$ cat config.mk
export PLATFORM = sky130hd
export DESIGN_NAME = obstacle_spawner_flat
export DESIGN_NICKNAME = d
export VERILOG_FILES = /design/src/rtl/dino_pkg.sv /design/src/rtl/obstacle_spawner_if.sv /design/src/rtl/obstacle_slot.sv /design/src/rtl/obstacle_spawner.sv /design/src/flat_wrapper.sv
export SDC_FILE = /design/constraint.sdc
export NUM_CORES = 1
export LEC_CHECK = 0
export BUFFER_PORTS_ARGS = -buffer_cell sky130_fd_sc_hd__buf_2
export CAP_MARGIN = 10
export CORE_AREA = 3 3 111 70
export CTS_BUF_LIST = sky130_fd_sc_hd__clkbuf_4
export CTS_CLUSTER_SIZE = 28
export DETAILED_ROUTE_END_ITERATION = 10
export DIE_AREA = 0 0 114 73
export GPL_ROUTABILITY_DRIVEN = 0
export GPL_TIMING_DRIVEN = 0
export PLACE_DENSITY = 0.45
export SLEW_MARGIN = 5
export SYNTH_ARGS = -nofsm -noshare
export SYNTH_HDL_FRONTEND = slang
export SYNTH_SLANG_ARGS = --single-unit
$ cat constraint.sdc
create_clock -name clk -period 4.25 [get_ports clk]
set_input_delay 0.6375 -clock clk [delete_from_list [all_inputs] [get_ports clk]]
set_output_delay 0.6375 -clock clk [all_outputs]
set_load 0.02 [all_outputs]
$ cat src/rtl/dino_pkg.sv
// dino_pkg: shared obstacle types, spawner defaults and FSM encoding for the Dino game.
package dino_pkg;
    localparam logic [1:0] OBS_CACTUS_S = 2'b00;
    localparam logic [1:0] OBS_CACTUS_L = 2'b01;
    localparam logic [1:0] OBS_BIRD_LO  = 2'b10;
    localparam logic [1:0] OBS_BIRD_HI  = 2'b11;
    localparam int SPAWN_X_DEF = 159;
    localparam int MIN_GAP_DEF = 40;
    localparam logic [1:0] ST_IDLE  = 2'd0;
    localparam logic [1:0] ST_WAIT  = 2'd1;
    localparam logic [1:0] ST_SPAWN = 2'd2;
endpackage

$ cat src/rtl/obstacle_spawner_if.sv
// obstacle_spawner_if: game control inputs, LFSR link and the two obstacle slot outputs.
interface obstacle_spawner_if #(
    parameter int RNG_BITS = 8,
    parameter int X_BITS   = 8
);
    logic                game_tick;
    logic                game_active;
    logic [2:0]          speed;
    logic [RNG_BITS-1:0] rand_data;
    logic                lfsr_enable;
    logic                obs0_valid;
    logic                obs1_valid;
    logic [X_BITS-1:0]   obs0_x;
    logic [X_BITS-1:0]   obs1_x;
    logic [1:0]          obs0_type;
    logic [1:0]          obs1_type;
    logic                spawn_pulse;

    modport master (
        input  game_tick, game_active, speed, rand_data,
        output lfsr_enable, obs0_valid, obs1_valid, obs0_x, obs1_x, obs0_type, obs1_type, spawn_pulse
    );
    modport slave (
        output game_tick, game_active, speed, rand_data,
        input  lfsr_enable, obs0_valid, obs1_valid, obs0_x, obs1_x, obs0_type, obs1_type, spawn_pulse
    );
endinterface

$ cat src/rtl/obstacle_slot.sv
// obstacle_slot: one scrolling obstacle; load wins over move so a fresh spawn stays at the edge.
module obstacle_slot
    import dino_pkg::*;
#(
    parameter int X_BITS  = 8,
    parameter int SPAWN_X = SPAWN_X_DEF
) (
    input  logic              clk,
    input  logic              rst,
    input  logic              tick,
    input  logic              load,
    input  logic [1:0]        load_type,
    input  logic [X_BITS-1:0] step,
    input  logic              clear,
    output logic              valid,
    output logic [X_BITS-1:0] x,
    output logic [1:0]        obs_type
);
    always_ff @(posedge clk or posedge rst) begin
        if (rst) begin
            valid    <= 1'b0;
            x        <= '0;
            obs_type <= OBS_CACTUS_S;
        end else if (clear || (tick && !load && valid && x < step)) begin
            valid    <= 1'b0;
            x        <= '0;
            obs_type <= OBS_CACTUS_S;
        end else if (tick && load) begin
            valid    <= 1'b1;
            x        <= X_BITS'(SPAWN_X);
            obs_type <= load_type;
        end else if (tick && valid) begin
            x        <= x - step;
        end
    end
endmodule

$ cat src/rtl/obstacle_spawner.sv
// obstacle_spawner: gap-timed spawn FSM feeding two scrolling obstacle slots from LFSR data.
module obstacle_spawner
    import dino_pkg::*;
#(
    parameter int X_BITS  = 8,
    parameter int SPAWN_X = SPAWN_X_DEF,
    parameter int MIN_GAP = MIN_GAP_DEF
) (
    input logic clk,
    input logic rst,
    obstacle_spawner_if.master bus
);
    logic [1:0]        state;
    logic [6:0]        gap_cnt;
    logic [6:0]        gap_load;
    logic              spawn_pulse;
    logic              tick;
    logic              do_spawn;
    logic              v0;
    logic              v1;
    logic [X_BITS-1:0] step;

    assign gap_load         = 7'(MIN_GAP) + {1'b0, bus.rand_data[5:0]};
    assign step             = X_BITS'(bus.speed) + X_BITS'(1);
    assign tick             = bus.game_active && bus.game_tick;
    // free-slot test uses pre-tick valids, so a slot emptied this tick waits one more
    assign do_spawn         = tick && state == ST_SPAWN && !(v0 && v1);
    assign bus.lfsr_enable  = bus.game_active;
    assign bus.spawn_pulse  = spawn_pulse;
    assign bus.obs0_valid   = v0;
    assign bus.obs1_valid   = v1;

    always_ff @(posedge clk or posedge rst) begin
        if (rst) begin
            state       <= ST_IDLE;
            gap_cnt     <= '0;
            spawn_pulse <= 1'b0;
        end else if (!bus.game_active) begin
            state       <= ST_IDLE;
            gap_cnt     <= '0;
            spawn_pulse <= 1'b0;
        end else begin
            spawn_pulse <= do_spawn;
            if (state == ST_IDLE) begin
                state   <= ST_WAIT;
                gap_cnt <= gap_load;
            end else if (tick && state == ST_WAIT) begin
                if (gap_cnt == 7'd1) state <= ST_SPAWN;
                else gap_cnt <= gap_cnt - 7'd1;
            end else if (do_spawn) begin
                state   <= ST_WAIT;
                gap_cnt <= gap_load;
            end
        end
    end

    obstacle_slot #(.X_BITS(X_BITS), .SPAWN_X(SPAWN_X)) u_slot0 (
        .clk(clk), .rst(rst), .tick(tick), .load(do_spawn && !v0),
        .load_type(bus.rand_data[7:6]), .step(step), .clear(!bus.game_active),
        .valid(v0), .x(bus.obs0_x), .obs_type(bus.obs0_type)
    );

    obstacle_slot #(.X_BITS(X_BITS), .SPAWN_X(SPAWN_X)) u_slot1 (
        .clk(clk), .rst(rst), .tick(tick), .load(do_spawn && v0),
        .load_type(bus.rand_data[7:6]), .step(step), .clear(!bus.game_active),
        .valid(v1), .x(bus.obs1_x), .obs_type(bus.obs1_type)
    );
endmodule

$ cat src/flat_wrapper.sv
// flat-port wrapper written by rule: the top's interface ports become plain ports
module obstacle_spawner_flat import dino_pkg::*;
#(
    parameter int X_BITS  = 8,
    parameter int SPAWN_X = SPAWN_X_DEF,
    parameter int MIN_GAP = MIN_GAP_DEF
)
  (clk, rst, bus_game_tick, bus_game_active, bus_speed, bus_rand_data, bus_lfsr_enable, bus_obs0_valid, bus_obs1_valid, bus_obs0_x, bus_obs1_x, bus_obs0_type, bus_obs1_type, bus_spawn_pulse);
  obstacle_spawner_if #(.X_BITS(X_BITS)) bus_i ();
  input logic clk;
  input logic rst;
  input wire logic [$bits(bus_i.game_tick)-1:0] bus_game_tick;
  input wire logic [$bits(bus_i.game_active)-1:0] bus_game_active;
  input wire logic [$bits(bus_i.speed)-1:0] bus_speed;
  input wire logic [$bits(bus_i.rand_data)-1:0] bus_rand_data;
  output wire logic [$bits(bus_i.lfsr_enable)-1:0] bus_lfsr_enable;
  output wire logic [$bits(bus_i.obs0_valid)-1:0] bus_obs0_valid;
  output wire logic [$bits(bus_i.obs1_valid)-1:0] bus_obs1_valid;
  output wire logic [$bits(bus_i.obs0_x)-1:0] bus_obs0_x;
  output wire logic [$bits(bus_i.obs1_x)-1:0] bus_obs1_x;
  output wire logic [$bits(bus_i.obs0_type)-1:0] bus_obs0_type;
  output wire logic [$bits(bus_i.obs1_type)-1:0] bus_obs1_type;
  output wire logic [$bits(bus_i.spawn_pulse)-1:0] bus_spawn_pulse;
  assign bus_i.game_tick = bus_game_tick;
  assign bus_i.game_active = bus_game_active;
  assign bus_i.speed = bus_speed;
  assign bus_i.rand_data = bus_rand_data;
  assign bus_lfsr_enable = bus_i.lfsr_enable;
  assign bus_obs0_valid = bus_i.obs0_valid;
  assign bus_obs1_valid = bus_i.obs1_valid;
  assign bus_obs0_x = bus_i.obs0_x;
  assign bus_obs1_x = bus_i.obs1_x;
  assign bus_obs0_type = bus_i.obs0_type;
  assign bus_obs1_type = bus_i.obs1_type;
  assign bus_spawn_pulse = bus_i.spawn_pulse;
  obstacle_spawner #(.X_BITS(X_BITS), .SPAWN_X(SPAWN_X), .MIN_GAP(MIN_GAP)) u_core (.clk(clk), .rst(rst), .bus(bus_i));
endmodule
# Word-level counts from Yosys, hierarchy flattened
# Cells that the tools add are included.
# classes
add_sub_neg	5
n_lt_le_gt_ge	2
n_eq_ne	6
muxes	25
n_reduce_logical	31
# op_table
op	n
$mux W8	6
$mux W7	5
$mux W2	9
$logic_and A1 B1 Y1	17
$lt A8 B8 Y1	2
$sub A8 B8 Y8	2
$ne A4 B3 Y1 const B	2
$add A6 B6 Y7 const A	1
$eq A7 B1 Y1 const B	1
$sub A7 B1 Y7 const B	1
$reduce_bool A3 Y1	2
$logic_not A1 Y1	5
$mux W1	5
$add A3 B1 Y4 const B	1
$ne A4 B1 Y1 const B	1
$reduce_and A2 Y1	2
$reduce_bool A2 Y1	2
$eq A2 B1 Y1 const B	1
$eq A2 B2 Y1 const B	1
$logic_not A2 Y1	1
$logic_or A1 B1 Y1	2
# word_totals
register_bits	32
out_inout_bits	24
elab_cells	78

# Longest topological paths before layout
# logic_depth
ltp_word	10
mapped_depth	9

# Hierarchy
# From an unflattened synthesis, not the netlist that was laid out.
# unflattened
hier_cells	288
area_unflattened_um2	2473.6
# modules_own_cells
module	instances	cells_each	area_each_um2	seq_area_each_um2
obstacle_slot (u_core.u_slot0)	1	105	898.4	275.3
obstacle_slot (u_core.u_slot1)	1	95	823.3	275.3
obstacle_spawner	1	88	752.0	250.2

# Worst setup path before layout
# OpenSTA, ideal clock, no wires.
# synth_timing
kind	in2reg
startpoint	in bus_speed[0]
endpoint	reg u_core.u_slot1.x[6]
setup_time_ns	0.078
arrival_time_ns	2.521
slack_ns	1.651
cell_stages	8
path_cell_list	ha_1 > nor2b_1 > nor2_1 > ha_1 > o31ai_2 > a22oi_2 > or4_1 > a21oi_1
# synth_between
elab_chain_len	5
elab_cells_between_ends	9
classes_between	add/sub (2); order compare (1); mux (3); reduce/logical (3)
# synth_lines
element	line	text
start, declared	flat_wrapper.sv:14	input wire logic [$bits(bus_i.speed)-1:0] bus_speed;
$add A3 B1 Y4 (*)	obstacle_spawner.sv:24	assign step = X_BITS'(bus.speed) + X_BITS'(1);
$sub A8 B8 Y8 or $lt A8 B8 Y1 (tied branches)	obstacle_slot.sv:33, obstacle_slot.sv:24	
$mux W8 or $logic_and A1 B1 Y1 (tied branches)	obstacle_slot.sv:32, obstacle_slot.sv:24	
$mux W8 or $logic_or A1 B1 Y1 (tied branches)	obstacle_slot.sv:28, obstacle_slot.sv:24	
$mux W8 or $reduce_bool A3 Y1 (tied branches)	n/a	
end signal, assigned	obstacle_slot.sv:30	x <= X_BITS'(SPAWN_X);
end signal, assigned	obstacle_slot.sv:33	x <= x - step;
end, declared	obstacle_slot.sv:16	output logic [X_BITS-1:0] x,
# Every way passes the cells marked *; elsewhere a longest branch is shown, timed or not. The select of a mux whose other input is x is not followed.
# A chain may end at the register's enable or synchronous reset.

# Worst setup path after layout
# layout_timing
startpoint	in bus_speed[0]
endpoint	reg u_core.u_slot1.x[3]
# Same word-level chain as after synthesis.

==> summary.md <==
| Metric | Value |
|---|---|
| Hold Crit Class | in2async |
| Post-DP HPWL | 4.071 mm |
| Netlist cell types | 52 |
| Yosys reg bits | 32 |
| Initial Util | ~30% |
| TritonCTS buffer count | 5 |
| Slowest stage delay, CP | roughly 0.41 ns |
| Die Span X | between 100 and 150 um |
| Post-synth EDFFs | 0 |
| Clock sinks | 32 |
| Largest net degree at the start of global routing | 33 |
| Routed Antenna Nets | 0 |
| WP data required | 4.46 ns |
| Fill count | slightly above 700 |
| CTS H-tree lvls | 2 |
| Clock Latency Late Sink | 0.34 ns |
| Overall routing resource usage | a little over an eighth |
| First-pass GRT wire length | approximately 9 mm |
| Crit Path Max Fanout | 8 |
| Final wirelength | 5.447 mm |
| Syn Inst Count | roughly 240 |
| FP Rows | 23 |
| Fmax | between 0.3 and 0.4 GHz |
| Postcts setup bufs | 0 |
| DR iter-0 viols | about 140 |
| Vias | between 1500 and 2000 |
| Area grow syn2layout | 16.81% |
| Crit path cell chain | buf_2 -> ha_1 -> nor2b_1 -> nor2_1 -> ha_1 -> o31ai_2 -> a22oi_2 -> o21ai_2 -> a221oi_1 |
| Pwr/cell area | 265.7 nW/um2 |
| Post-synth top flop | dfrtp_1 |
| RSZ-0062 raised after global routing | false |
| Core area | a little under 7000 um2 |
| TritonRoute pass-1 iters | 4 |
| Die Y | 73 um |
| Final Hold Violating Endpoints | 0 |
| Final worst slack | 1.660 ns |
| Fin Setup TNS | 0 ns |
| Total congestion overflow | 0 |
| Final min period | 2.590 ns |
| Syn nets | 261 |
| Crit share post-route | about three fifths |
| Multi-input logic area | between 1000 and 1500 um2 |
| Sequential cell area | approximately 800 um2 |
| Max Cap Viol | 0 |
| Syn avg cell area | between 8 and 9 um2 |
| Post-place setup slack | 1.306 ns |
| Layout Nets | 305 |
| YS warnings | 0 |
| ANT cells | 0 |
| Clock root buffer | clkbuf_4 |
| Most frequent cells in the layout | buf_2 (42), dfrtp_1 (32), o21ai_0 (22), nor2_1 (20), a21oi_1 (20) |
| Peak supply drop | between 0.08 and 0.09 mV |
| Final Slew Violations | 0 |
| Share of cells above drive strength 1 | roughly 23% |
| CTS clk-pin slew, worst paths | 0.11 ns |
| Post-CTS Hold Buffers | 0 |
| Mapped Area | 2047 um2 |
| CP max-delay cell | o21ai_2 |
| CTS Buffer Depth | 2 |
| Bufs and invs on worst path | 1 |
| Per-cell routed wire length | roughly 15 um |
| Final Skew | approximately 0.015 ns |
| Initial antenna violation count | 0 |
| Final setup vio count | 0 |
| TritonCTS clock tree | done |
| Status | finished clean |
| I/O Pins | 39 |
| Count of input and output buffers | 37 |
| CP arrival | about 2.8 ns |
| Commonest non-fill, non-tap cell in the layout | buf_2 |
| Register area share after synthesis | about two fifths |
| Vias in the first global route | ~1700 |
| CP endpoint kind | flop |
| Worst Tran Pin Value | 0.7057 ns |
| CTS resizes | 0 |
| Via/cell ratio | around 5.1 |
| LEAKAGE | about 1.1 nW |
| Slew HR | 52.89% |
| DRC viols | 0 |
| CP Launch Type | input pin |
| Async SR Flop Fraction | 100.0% |
| Crit Path Class | in2reg |
| CP top delay family | compound AO/OA/AOI/OAI gates |
| Die area | about 8300 um2 |
| CP most frequent cell | ha_1 |
[registers in the layout (all words and copies together), names as in the netlist]
| register | flops |
|---|---|
| u_core.u_slot1.obs_type | 2 |
| u_core.u_slot1.valid | 1 |
| u_core.state | 2 |
| u_core.u_slot0.valid | 1 |
| u_core.bus.spawn_pulse | 1 |
| u_core.u_slot0.x | 8 |
| u_core.u_slot1.x | 8 |
| u_core.gap_cnt | 7 |
| u_core.u_slot0.obs_type | 2 |
[metrics by stage]
step	total power, mW	hold WS [ns]	cell area, um2	instances	utilization [%]
after floorplan	0.4251	0.4853	2047	236	-
final	0.6353	0.3958	2391	367	35.51
after detailed placement	0.4649	0.5179	2341	360	34.76
after global placement	0.4674	0.5167	2341	360	34.76
after global routing	0.6730	0.4491	2391	367	35.51
after CTS	0.6450	0.4254	2391	367	35.51
[worst register-to-register path, stage by stage, from the launching register on]
cell      delay, ns
dfrtp_1        0.40
inv_1          0.07
ha_1           0.19
inv_1          0.05
ha_1           0.18
a211oi_1       0.29
o21ai_1        0.18
o31ai_1        0.29
buf_2          0.30
o21ai_0        0.13
[cell type report]
| cell class | count | share of cell area [%] |
|---|---|---|
| clock inverter | 1 | 0.2093 |
| tap | 87 | 4.553 |
| multi-input combinational | 176 | 46.99 |
| timing repair buffer | 37 | 7.745 |
| inverter | 17 | 2.669 |
| buffer | 11 | 2.459 |
| sequential | 32 | 33.49 |
| clock buffer | 6 | 1.884 |
[layer usage]
layer	vias up	GRT usage [%]	share of wire [%]
met3	5	3.645	6.1
met5	-	0	0
met4	0	3.953	0.70
met1	856	21.93	57
li1	939	-	-
met2	55	16.73	36
[worst paths after layout]
kind,start,endpoint,slack (ns),depth (start not counted)
worst min register to register,u_core.u_slot0.obs_type[1],u_core.u_slot0.obs_type[1],0.54,2
worst min-delay path,rst,u_core.gap_cnt[1],0.40,2
worst max register to register,u_core.u_slot0.x[0],u_core.u_slot0.obs_type[1],2.04,9
worst max-delay path,bus_speed[0],u_core.u_slot1.x[3],1.66,9
min in group clk,u_core.u_slot0.obs_type[1],u_core.u_slot0.obs_type[1],0.54,2
max in group asynchronous,rst,u_core.u_slot0.obs_type[1],3.38,2
[where the power goes]
part / internal, mW / switching (mW)
combinational: 0.0505 / 0.0791
sequential: 0.317 / 0.0145
clock: 0.0673 / 0.107
[cell families (layout without fill, tap and decap cells)]
kind of cell,after synthesis,count (layout),synth area share [%]
xor gates and xnor gates,11,11,4.706
DFF,32,32,39.12
and+or+nand+nor,79,79,19.87
muxes,3,3,1.467
AOI/OAI and AO/OA,73,73,22.74
adders and majority gates,10,10,6.112
buffers and inverters,28,72,5.990
[synth_stat cells, types with 3 or more instances]
library cell,count,area [um2]
inv_1,17,63.81
nor4_1,3,18.77
nor3_1,7,35.03
o31ai_1,3,22.52
a31oi_1,4,25.02
nand3_1,5,25.02
nand2_1,17,63.81
nor2b_1,4,25.02
dfrtp_1,32,800.8
ha_1,10,125.1
or3_1,7,43.79
nand2b_1,3,18.77
xor2_1,5,43.79
nor2_1,20,75.07
mux2i_1,3,30.03
o21ai_0,22,110.1
buf_4,3,22.52
o211ai_1,3,22.52
xnor2_1,6,52.55
a21oi_1,20,100.1
buf_2,5,25.02
No activity file was read; power rests on OpenSTA's default activity.
